`config.mk`:
```
export PLATFORM = sky130hd
export DESIGN_NAME = s1s2_unpack
export DESIGN_NICKNAME = d
export VERILOG_FILES = /design/src/rtl/s1s2_unpack_pkg.sv /design/src/rtl/s1s2_unpack.sv
export SDC_FILE = /design/constraint.sdc
export NUM_CORES = 2
export LEC_CHECK = 0
export ABC_AREA = 1
export BUFFER_PORTS_ARGS = -buffer_cell sky130_fd_sc_hd__buf_2
export CORE_ASPECT_RATIO = 1.2
export CORE_MARGIN = 4
export CORE_UTILIZATION = 56
export DETAILED_ROUTE_END_ITERATION = 8
export HOLD_SLACK_MARGIN = 0.08
export PLACE_DENSITY = 0.8
export SLEW_MARGIN = 5
export SYNTH_ARGS = -nofsm -noshare
export SYNTH_HDL_FRONTEND = slang
export SYNTH_SLANG_ARGS = --single-unit
```
`constraint.sdc`:
```
create_clock -name clk -period 2.5 [get_ports clk]
set_input_delay 0 -clock clk [delete_from_list [all_inputs] [get_ports clk]]
set_output_delay 0 -clock clk [all_outputs]
set_load 0.01 [all_outputs]
```
`src/rtl/s1s2_unpack_pkg.sv`:
```
// Shared definitions for the S1S2 unpacker: FSM state encoding and a width helper.
package s1s2_unpack_pkg;

    typedef enum logic [1:0] {
        StIdle,
        StRead,
        StDrain,
        StDone
    } state_e;

    // Address/index width that never collapses to zero bits.
    function automatic int unsigned clog2_min1(input int unsigned v);
        return (v > 1) ? $clog2(v) : 1;
    endfunction

endpackage

```
`src/rtl/s1s2_unpack.sv`:
```
// Reads a run of S1S2 words, takes one half of each as a GF(2^m) element and packs d elements
// per row, MSB-first, into the row memory.
module s1s2_unpack
    import s1s2_unpack_pkg::*;
#(
    parameter int unsigned n        = 47,
    parameter int unsigned m        = 79,
    parameter int unsigned d        = 5,
    parameter int unsigned DELAY_rd = 1,
    localparam int unsigned WIDTH   = m * d,
    localparam int unsigned DEPTH   = n / d + (((n % d) != 0) ? 1 : 0),
    localparam int unsigned AW      = clog2_min1(2 * n),
    localparam int unsigned NW      = AW + 1,
    localparam int unsigned RW      = clog2_min1(DEPTH)
) (
    input  logic             clk,
    input  logic             rst_b,
    input  logic             start,
    input  logic [AW-1:0]    base_addr,
    input  logic [NW-1:0]    num,
    input  logic             half_sel,
    output logic             finish,
    input  logic [2*m-1:0]   S1S2_din,
    output logic [AW-1:0]    S1S2_addr,
    output logic             S1S2_rw,
    output logic [WIDTH-1:0] row_dout,
    output logic [RW-1:0]    row_addr,
    output logic             row_rw
);

    localparam int unsigned SW = clog2_min1(d);

    state_e              state_q, state_d;
    logic [AW-1:0]       base_q, base_d;
    logic [NW-1:0]       num_q, num_d;
    logic [NW-1:0]       iss_q, iss_d;
    logic [NW-1:0]       cap_q, cap_d;
    logic                half_q, half_d;
    logic [SW-1:0]       slot_q, slot_d;
    logic [DELAY_rd-1:0] vld_q, vld_d;
    logic [WIDTH-1:0]    buf_q, buf_d;
    logic [WIDTH-1:0]    row_dout_q, row_dout_d;
    logic [RW-1:0]       row_idx_q, row_idx_d;
    logic                row_rw_q, row_rw_d;
    logic                last_wr_q, last_wr_d;
    logic                finish_q, finish_d;

    logic                issue;
    logic                capture;
    logic                last_elem;
    logic [m-1:0]        elem;
    logic [WIDTH-1:0]    row_new;

    always_comb begin
        issue     = (state_q == StRead);
        capture   = vld_q[DELAY_rd-1];
        elem      = half_q ? S1S2_din[m-1:0] : S1S2_din[2*m-1:m];
        last_elem = (cap_q == num_q - NW'(1));

        row_new = buf_q;
        for (int unsigned k = 0; k < d; k++) begin
            if (slot_q == SW'(k)) begin
                row_new[WIDTH-1-k*m -: m] = elem;
            end
        end

        state_d    = state_q;
        base_d     = base_q;
        num_d      = num_q;
        half_d     = half_q;
        iss_d      = iss_q;
        cap_d      = cap_q;
        slot_d     = slot_q;
        buf_d      = buf_q;
        row_dout_d = '0;
        row_rw_d   = 1'b0;
        last_wr_d  = 1'b0;
        finish_d   = 1'b0;
        row_idx_d  = row_rw_q ? row_idx_q + RW'(1) : row_idx_q;

        // Each issued read is tagged so its data is taken exactly DELAY_rd cycles later.
        vld_d[0] = issue;
        for (int unsigned k = 1; k < DELAY_rd; k++) begin
            vld_d[k] = vld_q[k-1];
        end

        if (capture) begin
            cap_d = cap_q + NW'(1);
            if ((slot_q == SW'(d - 1)) || last_elem) begin
                row_rw_d   = 1'b1;
                row_dout_d = row_new;
                last_wr_d  = last_elem;
                buf_d      = '0;
                slot_d     = '0;
            end else begin
                buf_d  = row_new;
                slot_d = slot_q + SW'(1);
            end
        end

        unique case (state_q)
            StIdle: begin
                if (start) begin
                    base_d    = base_addr;
                    num_d     = num;
                    half_d    = half_sel;
                    iss_d     = '0;
                    cap_d     = '0;
                    slot_d    = '0;
                    buf_d     = '0;
                    row_idx_d = '0;
                    state_d   = (num == '0) ? StDone : StRead;
                end
            end
            StRead: begin
                iss_d = iss_q + NW'(1);
                if (iss_q == num_q - NW'(1)) begin
                    state_d = StDrain;
                end
            end
            StDrain: begin
                if (last_wr_q) begin
                    state_d = StDone;
                end
            end
            StDone: begin
                finish_d = 1'b1;
                state_d  = StIdle;
            end
            default: state_d = StIdle;
        endcase
    end

    always_ff @(posedge clk) begin
        if (!rst_b) begin
            state_q    <= StIdle;
            base_q     <= '0;
            num_q      <= '0;
            half_q     <= 1'b0;
            iss_q      <= '0;
            cap_q      <= '0;
            slot_q     <= '0;
            vld_q      <= '0;
            buf_q      <= '0;
            row_dout_q <= '0;
            row_idx_q  <= '0;
            row_rw_q   <= 1'b0;
            last_wr_q  <= 1'b0;
            finish_q   <= 1'b0;
        end else begin
            state_q    <= state_d;
            base_q     <= base_d;
            num_q      <= num_d;
            half_q     <= half_d;
            iss_q      <= iss_d;
            cap_q      <= cap_d;
            slot_q     <= slot_d;
            vld_q      <= vld_d;
            buf_q      <= buf_d;
            row_dout_q <= row_dout_d;
            row_idx_q  <= row_idx_d;
            row_rw_q   <= row_rw_d;
            last_wr_q  <= last_wr_d;
            finish_q   <= finish_d;
        end
    end

    assign S1S2_addr = issue ? base_q + iss_q[AW-1:0] : '0;
    assign S1S2_rw   = 1'b0;
    assign row_dout  = row_dout_q;
    assign row_addr  = row_idx_q;
    assign row_rw    = row_rw_q;
    assign finish    = finish_q;

endmodule

```
Yosys cells after proc, flatten, opt, wreduce, memory -nomap -nowiden --
Index checks and enable logic that the tools add are counted.
Storage, ports and cells: register bits 835, input port bits 177, output and inout port bits 409, word-level logic and storage cells 72
Operators by class: add/subtract/negate cells 6, eq/ne operators 12, muxes and demuxes 30, reduce and logical (&&, ||, !) cells 10
Operator list (count):
- $mux W395 | 4
- $mux W79 | 6
- $mux W8 | 4
- $add A8 B1 Y8 const B | 2
- $eq A8 B8 Y1 | 2
- $pmux W8 S2 | 1
- $mux W3 | 4
- $mux W4 | 3
- $logic_not A8 Y1 | 1
- $mux W2 | 4
- $pmux W2 S4 | 1
- $sub A8 B1 Y8 const B | 1
- $add A7 B7 Y7 | 1
- $mux W7 | 1
- $eq A3 B2 Y1 const B | 2
- $reduce_and A2 Y1 | 3
- $reduce_and A3 Y1 | 2
- $add A4 B1 Y4 const B | 1
- $eq A2 B2 Y1 const B | 2
- $ne A2 B2 Y1 const B | 2
- $add A3 B1 Y3 const B | 1
- $eq A3 B1 Y1 const B | 1
- $eq A3 B3 Y1 const B | 1
- $logic_not A3 Y1 | 1
- 6 further kinds | 7

Longest topological paths before layout --
depth in word-level cells 7, depth in mapped cells 16, depth with buffers taken out 15

Worst setup path before layout --
Ideal clock, no wire load.
path kind register -> register, start register slot_q[0], end register buf_q[147], library setup time 0.117 ns, arrival 2.069 ns, required time 2.383 ns, slack 0.314 ns, stages on the path, launching flop included 10, buffers on the path 2, period minus slack after synthesis 2.186 ns, cells stage by stage dfxtp_1 -> ha_1 -> ha_1 -> inv_2 -> buf_2 -> buf_1 -> mux2i_1 -> nand2_1 -> o21ai_0 -> nor2_1
On the way: longest elaborated chain between the ends 6, elaborated cells on any way between the ends 8, classes of those cells 2 x eq/ne; 5 x mux; 1 x reduce/logical
Ends and longest elaborated chain:
- start, declared | RTL line s1s2_unpack.sv:39 | logic [SW-1:0] slot_q, slot_d;
- start signal, assigned | RTL line s1s2_unpack.sv:157 | slot_q <= slot_d;
- $eq A3 B2 Y1 or $eq A3 B3 Y1 (tied branches) | RTL line s1s2_unpack.sv:62, s1s2_unpack.sv:89
- $mux W79 or $logic_or A1 B1 Y1 (tied branches) | RTL line s1s2_unpack.sv:62, s1s2_unpack.sv:89
- $mux W395 (*) | RTL line s1s2_unpack.sv:89 | if ((slot_q == SW'(d - 1)) || last_elem) begin
- $mux W395 (*) | RTL line s1s2_unpack.sv:87 | if (capture) begin
- $mux W395 | RTL line s1s2_unpack.sv:103 | if (start) begin
- $mux W395 (*) | RTL line s1s2_unpack.sv:101 | unique case (state_q)
- end signal, assigned | RTL line s1s2_unpack.sv:159 | buf_q <= buf_d;
- end, declared | RTL line s1s2_unpack.sv:41 | logic [WIDTH-1:0] buf_q, buf_d;
Every way passes the cells marked *; elsewhere a longest branch is shown, timed or not. A chain may end at the register's enable or synchronous reset.

Final worst setup path --
start register iss_q[0], end output S1S2_addr[6]
On the way: longest elaborated chain between the ends 2
Ends and longest elaborated chain:
- start, declared | RTL line s1s2_unpack.sv:36 | logic [NW-1:0] iss_q, iss_d;
- start signal, assigned | RTL line s1s2_unpack.sv:155 | iss_q <= iss_d;
- $add A7 B7 Y7 | RTL line s1s2_unpack.sv:168 | assign S1S2_addr = issue ? base_q + iss_q[AW-1:0] : '0;
- $mux W7 | RTL line s1s2_unpack.sv:168
- end, declared | RTL line s1s2_unpack.sv:24 | output logic [AW-1:0] S1S2_addr,
No other way between the ends.

==> metrics.yaml <==
timing:
  finalWorstSetupSlack_ns: -0.380
  drv_slew: 0
  worst_slew_pin_slew_ns: 0.763
  fin_crit_ns: 2.88
  worst_clock_skew_ns: 0.0321
  fin_crit_sh_pct: 115
  finalHoldViolCount: 0
  maxSlewHeadroom_pct: 49.1
  tns_ns: -1.19
  setup_violations: 31
  max_freq_mhz: 347
  rsz0062_at_grt: "true"
run:
  maxCapViolCount: 0
global_route:
  antenna_found_initial: 1
  grt_usage_pct: 29.5
  grt_pass1_vias: 27939
  grt_pass1_wl_mm: 151
  overflow: 0
  grt_max_degree: 115
hold_path:
  hp-start: "S1S2_din[6]"
  hold_end: "row_dout[164]$_SDFF_PN0_"
  min_path_type: "in -> reg"
  holdPathStages: 5
worst_setup_path:
  reg2reg_to: "iss_q[6]$_SDFFE_PN0P_"
  critPathKind: "reg -> out"
  start_kind: "flip-flop"
  cp_cell_sequence: "ha_4 -> fa_2 -> nand2_2 -> inv_2 -> o21ai_2 -> nand2_1 -> nand2_1 -> inv_2 -> o21a_1 -> nor2_2 -> xor2_2 -> nor2_4 -> buf_6"
  critPathSlowestCell: "dfxtp_4"
  required_ns: 2.50
  end_kind: "primary output"
  worstRegToRegCells: 8
  crit_path_max_incr_delay_ns: 0.36
  timing.rr.start: "state_q[1]$_SDFFE_PN0P_"
  worstPathMaxFanout: 2
  rrSetupSlack_ns: -0.17
  critPathArrivalTime_ns: 2.88
synthesis:
  synth_nets: 3656
  yosysSeqAreaShare_pct: 50.4
  syn_inst: 3459
  netlist_area_um2: 33200
  synth_seq_cells: 835
  ys_warn_count: 0
  avgSynthCellArea_um2: 9.59
  ys_types: 36
final_layout:
  fin_area_um2: 43500
  syn_to_final_growth_pct: 31.1
  utilization_pct: 74.4
  nNetsFinal: 4509
  layout-drive-gt1-share_pct: 32.1
power_and_ir_drop:
  p_sw_share_pct: 32.9
  power_leakage_uw: 0.0187
  p_seq_share_pct: 38.3
  p_int_uw: 26100
  ir_drop_mv: 0.745
  power.density_nw_per_um2: 895
  power_switching_uw: 12800
  power_frac_clock_pct: 33.0
  combPwrFrac_pct: 28.7
placed_design:
  place_worst_setup_slack_ns: 0.0782
  placed_area_um2: 37100
  hpwl_mm: 57.2
  gp_congestion: 0.857
  io_buffers: 584
status:
  outcome: "complete, but fails checks"
  violations: "setup timing"
routing:
  drt_pass1_iterations: 6
  routed_via_density: 5.56
  wl_per_cell_um: 21.2
  final_antenna_net_count: 0
  drc: 0
  num_vias: 28726
  drt-total-wl_mm: 109
  drt_iter0_drc: 2758
clock_tree:
  worstSkewPairLatency_ns: 0.63
  root_buffer: "clkbuf_16"
  cts_buffers: 78
  cts_max_level: 3
  cts_buffer_depth: 3
  clk_pin_slew_ns: 0.07
  clock-sinks: 835
  cts_tree: "done"
die:
  io_pins: 586
  die_h_um: 275
  core_um2: 58500
  fp-row-count: 97
  dieArea_um2: 63200
  initial_core_util_pct: 56.7
  die_x_um: 230
flip-flops by register name, indices dropped and copies added, names as in the netlist:
name and flops:
half_q 1, capture 1, slot_q 3, num_q 8, row_dout 395, last_wr_q 1, cap_q 8, row_rw 1
iss_q 8, base_q 7, buf_q 395, state_q 2, finish 1, row_addr 4
worst max-delay path: cells and delay by family (launching register included):
family	cells	cell delay, ns
compound gates	2	0.32
xor+xnor	1	0.26
fa+ha+maj	2	0.52
buf+inv	3	0.23
flops	1	0.36
simple gates	5	0.57
cell usage after synthesis (all sizes together):
master | n | share of area (%)
a21oi | 25 | 0.38
a31oi | 1 | 0.019
and3 | 1 | 0.019
buf | 139 | 4.2
clkbuf | 86 | 0.97
clkinv | 1 | 0.011
conb | 1 | 0.011
dfxtp | 835 | 50
fa | 1 | 0.060
ha | 19 | 0.72
inv | 134 | 1.5
mux2 | 79 | 2.7
mux2i | 316 | 9.5
nand2 | 477 | 5.4
nand3 | 37 | 0.59
nand4 | 3 | 0.057
nor2 | 852 | 16
nor3 | 8 | 0.12
nor4 | 2 | 0.038
o21a | 1 | 0.023
o21ai | 424 | 6.4
o22ai | 3 | 0.057
or2 | 1 | 0.019
xnor2 | 2 | 0.053
xor2 | 11 | 0.29
kinds of logic after synthesis:
family                     Yosys count  synth area share (%)
AOI/OAI and AO/OA                  454                  6.88
buffers and inverters              360                  6.67
DFF                                835                  50.4
muxes                              395                  12.2
other                                1                0.0113
xor gates and xnor gates            13                 0.343
adders and majority gates           20                 0.777
and+or+nand+nor                   1381                  22.7
stage by stage:
stage	cells	power [uW]	hold slack, ns
floorplan	3459	21600	0.167
global placement	4758	23700	0.252
detailed placement	4758	23900	0.261
CTS	5135	37200	0.367
global route	5166	40400	0.224
finish	5167	39000	0.229
power by group through the flow:
stage	logic, uW	clock network (uW)	registers (uW)
after floorplan	6640	0	14900
after global placement	8680	0	15000
after detailed placement	8870	0	15100
after CTS	9640	12800	14800
after global routing	11900	13400	15000
final	11200	12800	14900
worst max path at each step:
stage,start,to,cells after the start
floorplan,slot_q[0]$_SDFF_PN0_,buf_q[147]$_SDFF_PN0_,9
global placement,num_q[1]$_SDFFE_PN0P_,row_dout[30]$_SDFF_PN0_,15
detailed placement,num_q[1]$_SDFFE_PN0P_,row_dout[3]$_SDFF_PN0_,15
CTS,iss_q[0]$_SDFFE_PN0P_,S1S2_addr[6],13
global route,iss_q[0]$_SDFFE_PN0P_,S1S2_addr[6],13
finish,iss_q[0]$_SDFFE_PN0P_,S1S2_addr[6],13
routing by layer:
metal	routed length (um)	share of wire (%)	global-route usage (%)	vias up
met5	0	0	0	-
met4	7950	7.3	17.0	0
met3	8320	7.6	6.44	569
met2	54600	50	53.0	1711
met1	38500	35	32.1	13594
li1	-	-	-	12852
cells in the final DEF, fill, tap and decap left out, types with 6 or more instances in the layout:
| master | instances |
|---|---|
| clkbuf_1 | 7 |
| inv_2 | 7 |
| buf_4 | 107 |
| buf_12 | 34 |
| dlygate4sd3_1 | 228 |
| dfxtp_1 | 829 |
| buf_16 | 14 |
| mux2i_4 | 18 |
| clkbuf_16 | 96 |
| clkbuf_8 | 16 |
| nand2_1 | 467 |
| clkinv_2 | 16 |
| o21ai_0 | 419 |
| buf_6 | 11 |
| mux2_2 | 79 |
| a21oi_1 | 25 |
| nor2_1 | 542 |
| clkinvlp_4 | 6 |
| nor2_4 | 301 |
| mux2i_1 | 236 |
| nand3_1 | 35 |
| bufinv_16 | 10 |
| xor2_1 | 10 |
| ha_1 | 16 |
| inv_1 | 125 |
| mux2i_2 | 62 |
| nor2_2 | 9 |
| buf_2 | 583 |
| nor3_1 | 8 |
final cells by class:
type / count / area (um^2)
inverters: 135 / 512
multi-input cells: 2264 / 14800
repair buffers: 998 / 7660
fillers: 3425 / 15000
well taps: 792 / 991
flip-flops and latches: 835 / 16700
clock inverters: 38 / 529
diodes: 2 / 5.00
clock buffers: 103 / 2250
what timing repair did:
item / CTS / global route
resized for setup: 6 / 161
endpoints found under the hold margin: 535 / 16
hold buffers: 235 / 5
pin swaps: 1 / 10
buffers inserted: 1 / 15
cloned: 0 / 17
setup endpoints to repair: 1 / 749
No activity file was read; power rests on OpenSTA's default activity.
